===== config.mk =====
export PLATFORM = sky130hd
export DESIGN_NAME = sync_fifo_ctrl
export DESIGN_NICKNAME = d
export VERILOG_FILES = /design/src/rtl/sync_fifo_ctrl.sv
export SDC_FILE = /design/constraint.sdc
export NUM_CORES = 1
export LEC_CHECK = 0
export ABC_AREA = 1
export CAP_MARGIN = 5
export CORE_MARGIN = 2
export CORE_UTILIZATION = 38
export CTS_CLUSTER_SIZE = 20
export DETAILED_ROUTE_END_ITERATION = 12
export GPL_TIMING_DRIVEN = 0
export PLACE_DENSITY = 0.83
export SETUP_SLACK_MARGIN = 0.1
export SYNTH_ARGS = -nofsm -noshare
export SYNTH_HDL_FRONTEND = slang
export SYNTH_SLANG_ARGS = --single-unit

===== constraint.sdc =====
create_clock -name clk_i -period 3.5 [get_ports clk_i]
set_input_delay 0.525 -clock clk_i [delete_from_list [all_inputs] [get_ports clk_i]]
set_output_delay 0.525 -clock clk_i [all_outputs]
set_load 0.01 [all_outputs]

===== src/rtl/sync_fifo_ctrl.sv =====
// rtl/sync_fifo_ctrl.sv - FIFO controller over an external two-port RAM with a
// one-word output stage fed straight from the RAM's registered read data.
module sync_fifo_ctrl #(
    parameter int Width = 32,
    parameter int Depth = 256,
    localparam int Aw = $clog2(Depth),
    localparam int Lw = $clog2(Depth + 2)
) (
    input  logic             clk_i,
    input  logic             rst_i,
    input  logic             flush_i,

    input  logic             in_valid_i,
    input  logic [Width-1:0] in_data_i,
    output logic             in_ready_o,

    output logic             out_valid_o,
    output logic [Width-1:0] out_data_o,
    input  logic             out_ready_i,

    output logic             ram_we_o,
    output logic [Aw-1:0]    ram_waddr_o,
    output logic [Width-1:0] ram_wdata_o,
    output logic             ram_re_o,
    output logic [Aw-1:0]    ram_raddr_o,
    input  logic [Width-1:0] ram_rdata_i,

    output logic [Lw-1:0]    level_o,
    output logic             full_o,
    output logic             empty_o
);

    typedef enum logic {
        ST_EMPTY = 1'b0,
        ST_VALID = 1'b1
    } state_t;

    localparam logic [Aw-1:0] LastAddr = Aw'(Depth - 1);
    localparam logic [Lw-1:0] CntFull  = Lw'(Depth);

    state_t          r_state;
    state_t          w_state_next;
    logic [Aw-1:0]   r_wptr;
    logic [Aw-1:0]   r_rptr;
    logic [Lw-1:0]   r_ram_cnt;

    logic            w_full;
    logic            w_out_valid;
    logic            w_push;
    logic            w_pop;
    logic            w_issue;
    logic [Aw-1:0]   w_wptr_inc;
    logic [Aw-1:0]   w_rptr_inc;
    logic [Lw-1:0]   w_ram_cnt_next;

    assign w_full      = (r_ram_cnt == CntFull);
    assign w_out_valid = (r_state == ST_VALID);

    // Flush blocks new pushes and reads that cycle; a pop on the output still completes.
    assign in_ready_o  = !w_full && !flush_i;
    assign w_push      = in_valid_i && in_ready_o;
    assign w_pop       = w_out_valid && out_ready_i;
    assign w_issue     = (r_ram_cnt != '0) && (!w_out_valid || w_pop) && !flush_i;

    assign w_wptr_inc  = (r_wptr == LastAddr) ? '0 : r_wptr + 1'b1;
    assign w_rptr_inc  = (r_rptr == LastAddr) ? '0 : r_rptr + 1'b1;
    assign w_ram_cnt_next = r_ram_cnt + Lw'(w_push) - Lw'(w_issue);

    assign ram_we_o    = w_push;
    assign ram_waddr_o = r_wptr;
    assign ram_wdata_o = in_data_i;
    assign ram_re_o    = w_issue;
    assign ram_raddr_o = r_rptr;

    assign out_valid_o = w_out_valid;
    assign out_data_o  = ram_rdata_i;

    assign level_o     = r_ram_cnt + Lw'(w_out_valid);
    assign full_o      = w_full;
    assign empty_o     = (level_o == '0);

    always_comb begin
        w_state_next = r_state;
        case (r_state)
            ST_EMPTY: begin
                if (w_issue) begin
                    w_state_next = ST_VALID;
                end
            end
            ST_VALID: begin
                if (w_pop && !w_issue) begin
                    w_state_next = ST_EMPTY;
                end
            end
            default: begin
                w_state_next = ST_EMPTY;
            end
        endcase
        if (flush_i) begin
            w_state_next = ST_EMPTY;
        end
    end

    always_ff @(posedge clk_i or posedge rst_i) begin
        if (rst_i) begin
            r_state <= ST_EMPTY;
        end else begin
            r_state <= w_state_next;
        end
    end

    always_ff @(posedge clk_i or posedge rst_i) begin
        if (rst_i) begin
            r_wptr    <= '0;
            r_rptr    <= '0;
            r_ram_cnt <= '0;
        end else if (flush_i) begin
            r_wptr    <= '0;
            r_rptr    <= '0;
            r_ram_cnt <= '0;
        end else begin
            if (w_push) begin
                r_wptr <= w_wptr_inc;
            end
            if (w_issue) begin
                r_rptr <= w_rptr_inc;
            end
            r_ram_cnt <= w_ram_cnt_next;
        end
    end

endmodule


==> summary.txt <==
Timing
  • Max transition margin: 29.1%
  • Worst Max-Slew Pin Slew: 1060 ps
  • RSZ-0062 raised after global routing: no
  • Fin crit period: 2870 ps
  • Setup TNS: 0 ps
  • Period Utilization, post-route: 82.0%
  • Count of final hold-check violations: 0
  • Worst Skew: 9.68 ps
  • # setup viols final: 0
  • Slew Limit Fails: 0
  • Fmax achieved: 348 MHz

Floorplanning
  • Initial Util: 38.8%
  • Die H: 86.6 um
  • Cell Rows: 30
  • Core area: 0.00668 sq mm
  • Number of I/O pins: 164
  • Die footprint: 0.00751 sq mm
  • Die width: 86.6 um

Placement
  • Port Buffers: 99
  • Post-DP Area: 0.00369 sq mm
  • GPL Wtd Cong: 0.838
  • HPWL Detailed: 5020 um
  • Dpl cells: 536

CTS
  • Buffer count from post-CTS setup fixing: 0
  • Clock-pin slew on the worst setup and hold paths: 100 ps
  • Clock Latency Late Sink: 270 ps
  • Clk buf depth: 2
  • Clock Root Buffer: clkbuf_8
  • Post_cts resized: 0
  • H-Tree Level Count: 1
  • CTS Sinks: 26
  • CTS tree: built
  • Hold_buf cts: 0
  • Total CTS buffers: 3

Critical path
  • Data arrival, critical path: 3070 ps
  • Worst Setup Path Type: reg2reg
  • Max incr delay on CP: 460 ps
  • Crit path max-delay family: adder cells
  • CP required: 3700 ps
  • Crit start category: register
  • CP endpoint kind: register
  • CP Cell Sequence: inv_1, ha_1, nand2_1, inv_1, nand4_2, nand2_4, nor2_4, ha_1, inv_1, ha_1, fa_1, nand3_1, nand2_1, nand2_1, nand2_1, nand2_1, inv_1, nor2_1
  • Maximum fanout along the worst path: 8
  • WP buf/inv: 4
  • Worst path slowest cell: dfrtp_1
  • Most used cell, CP: nand2_1

Min path
  • Hold crit path type: reg2reg

Layout
  • Share of cells above drive strength 1: 18.9%
  • Finished Cell Area: 0.00374 sq mm
  • P&R area growth vs syn: 44.2%
  • Antenna Cells: 0
  • Final core occ: 56.0%
  • Post-Layout Cell Count: 540
  • Layout fillers: 624
  • Final nets: 553

Detailed routing
  • Starting DRT DRC Count: 96
  • Routed vias: 2,437
  • Final ANT Viol Nets: 0
  • Vias per cell: 4.51
  • WL/cell: 11.2 um
  • Remaining DRCs: 0
  • Drt pass-1 iters: 4
  • WL final: 6060 um

Global route
  • Initial antenna violation count: 0
  • Via count of the first global-routing pass: 2,283
  • First-pass GRT wire length: 9510 um
  • Grt ovf: 0
  • Largest net degree at the start of global routing: 27
  • Total Routing Usage GR: 15.3%

Synth
  • Top cell type by total area after synthesis: dfrtp_1
  • Mapped Area: 0.00259 sq mm
  • Async S/R FF share, synth: 100%
  • Avg Cell Area, Syn: 7.27 sq um
  • Sequential area share after synthesis: 25.1%
  • Netlist cell types: 28
  • Ys flop type: dfrtp_1
  • Post-Synthesis Cells: 357
  • Number of synthesized flops with an enable pin: 0
  • Flops & latches, synth: 26
  • YS warnings: 0
  • Synth top area share: 25.1%
  • Main area contributors after synthesis: dfrtp_1 25%, buf_4 19%, ha_1 11%
  • Syn nets: 449

Power
  • Maximum vdd drop: 0.224 mV
  • P_leak: 1.91 nW
  • Power Dens Cells: 473 mW/mm^2

Outcome
  • Status: finished, final reports clean

Run
  • Max Cap Viol: 0
worst paths after layout:
check / to / from / cells past startpoint / slack, ps
min reg2reg: ram_raddr_o[1]$_DFFE_PP0P_ / ram_raddr_o[1]$_DFFE_PP0P_ / 2 / 590
min in group asynchronous: r_ram_cnt[6]$_DFF_PP0_ / rst_i / 2 / 810
min: ram_raddr_o[1]$_DFFE_PP0P_ / ram_raddr_o[1]$_DFFE_PP0P_ / 2 / 590
max: r_ram_cnt[6]$_DFF_PP0_ / r_ram_cnt[4]$_DFF_PP0_ / 18 / 630
max reg2reg: r_ram_cnt[6]$_DFF_PP0_ / r_ram_cnt[4]$_DFF_PP0_ / 18 / 630
max in group asynchronous: r_ram_cnt[3]$_DFF_PP0_ / rst_i / 2 / 2040
cells in the mapped netlist (2+ instances only):
master,n
a21oi_1,11
buf_4,64
buf_6,3
dfrtp_1,26
ha_1,22
inv_1,56
inv_2,2
nand2_1,71
nand2_2,3
nand3_1,27
nand4_1,7
nor2_1,24
nor2_4,3
o21ai_0,5
o21ai_1,10
o21bai_1,2
xnor2_1,2
xor2_1,9
layout by cell type, fill, tap and decap left out, types with 4 or more instances in the layout:
| cell type | count |
|---|---|
| nor2_1 | 24 |
| inv_1 | 56 |
| nand2_1 | 71 |
| ha_1 | 22 |
| a21oi_1 | 11 |
| xor2_1 | 9 |
| nand3_1 | 27 |
| nand4_1 | 7 |
| buf_4 | 64 |
| clkdlybuf4s50_1 | 99 |
| o21ai_1 | 10 |
| clkbuf_8 | 4 |
| dfrtp_1 | 26 |
| o21ai_0 | 5 |
metrics by stage:
| step | total power (W) | hold slack [ps] | setup slack (ps) |
|---|---|---|---|
| floorplan | 0.00119 | 565 | 1020 |
| global placement | 0.00152 | 546 | 504 |
| detailed placement | 0.00158 | 566 | 430 |
| CTS | 0.00179 | 590 | 608 |
| global route | 0.00196 | 624 | 384 |
| finish | 0.00177 | 590 | 630 |
per-layer routing:
metal | up-vias | routed length [um] | track usage, %
met2 | 95 | 3230 | 28.3
met1 | 1087 | 2410 | 18.0
li1 | 1249 | - | -
met3 | 6 | 359 | 2.38
met4 | 0 | 63 | 4.83
met5 | - | 0 | 0
report_power, final:
part           switching (W)  internal [W]
registers          0.0000973      0.000362
clock network      0.0000948      0.000101
logic               0.000594      0.000521
cell type report:
cell class | count | area (sq um) | share of cell area, %
well taps | 80 | 100 | 2.68
clock buffers | 4 | 55.1 | 1.47
plain buffers | 68 | 519 | 13.9
inverters | 58 | 218 | 5.82
multi-input cells | 205 | 1210 | 32.3
flip-flops and latches | 26 | 651 | 17.4
repair buffers | 99 | 991 | 26.5
flip-flops by register name (all words and copies together) (netlist names):
register,flops
r_ram_cnt,9
ram_raddr_o,8
ram_waddr_o,8
out_valid_o,1
worst min-delay path: stages, from the launching register on:
cell and delay (ps):
dfrtp_1 400, nand3_1 90, nand2_1 70
kinds of logic after synthesis:
logic type	synth area share [%]
simple gates	25.5
flops	25.1
fa+ha+maj	11.4
xor+xnor	3.71
compound gates	5.93
buf+inv	28.4
Note: power is estimated with default switching activity, not from simulation.
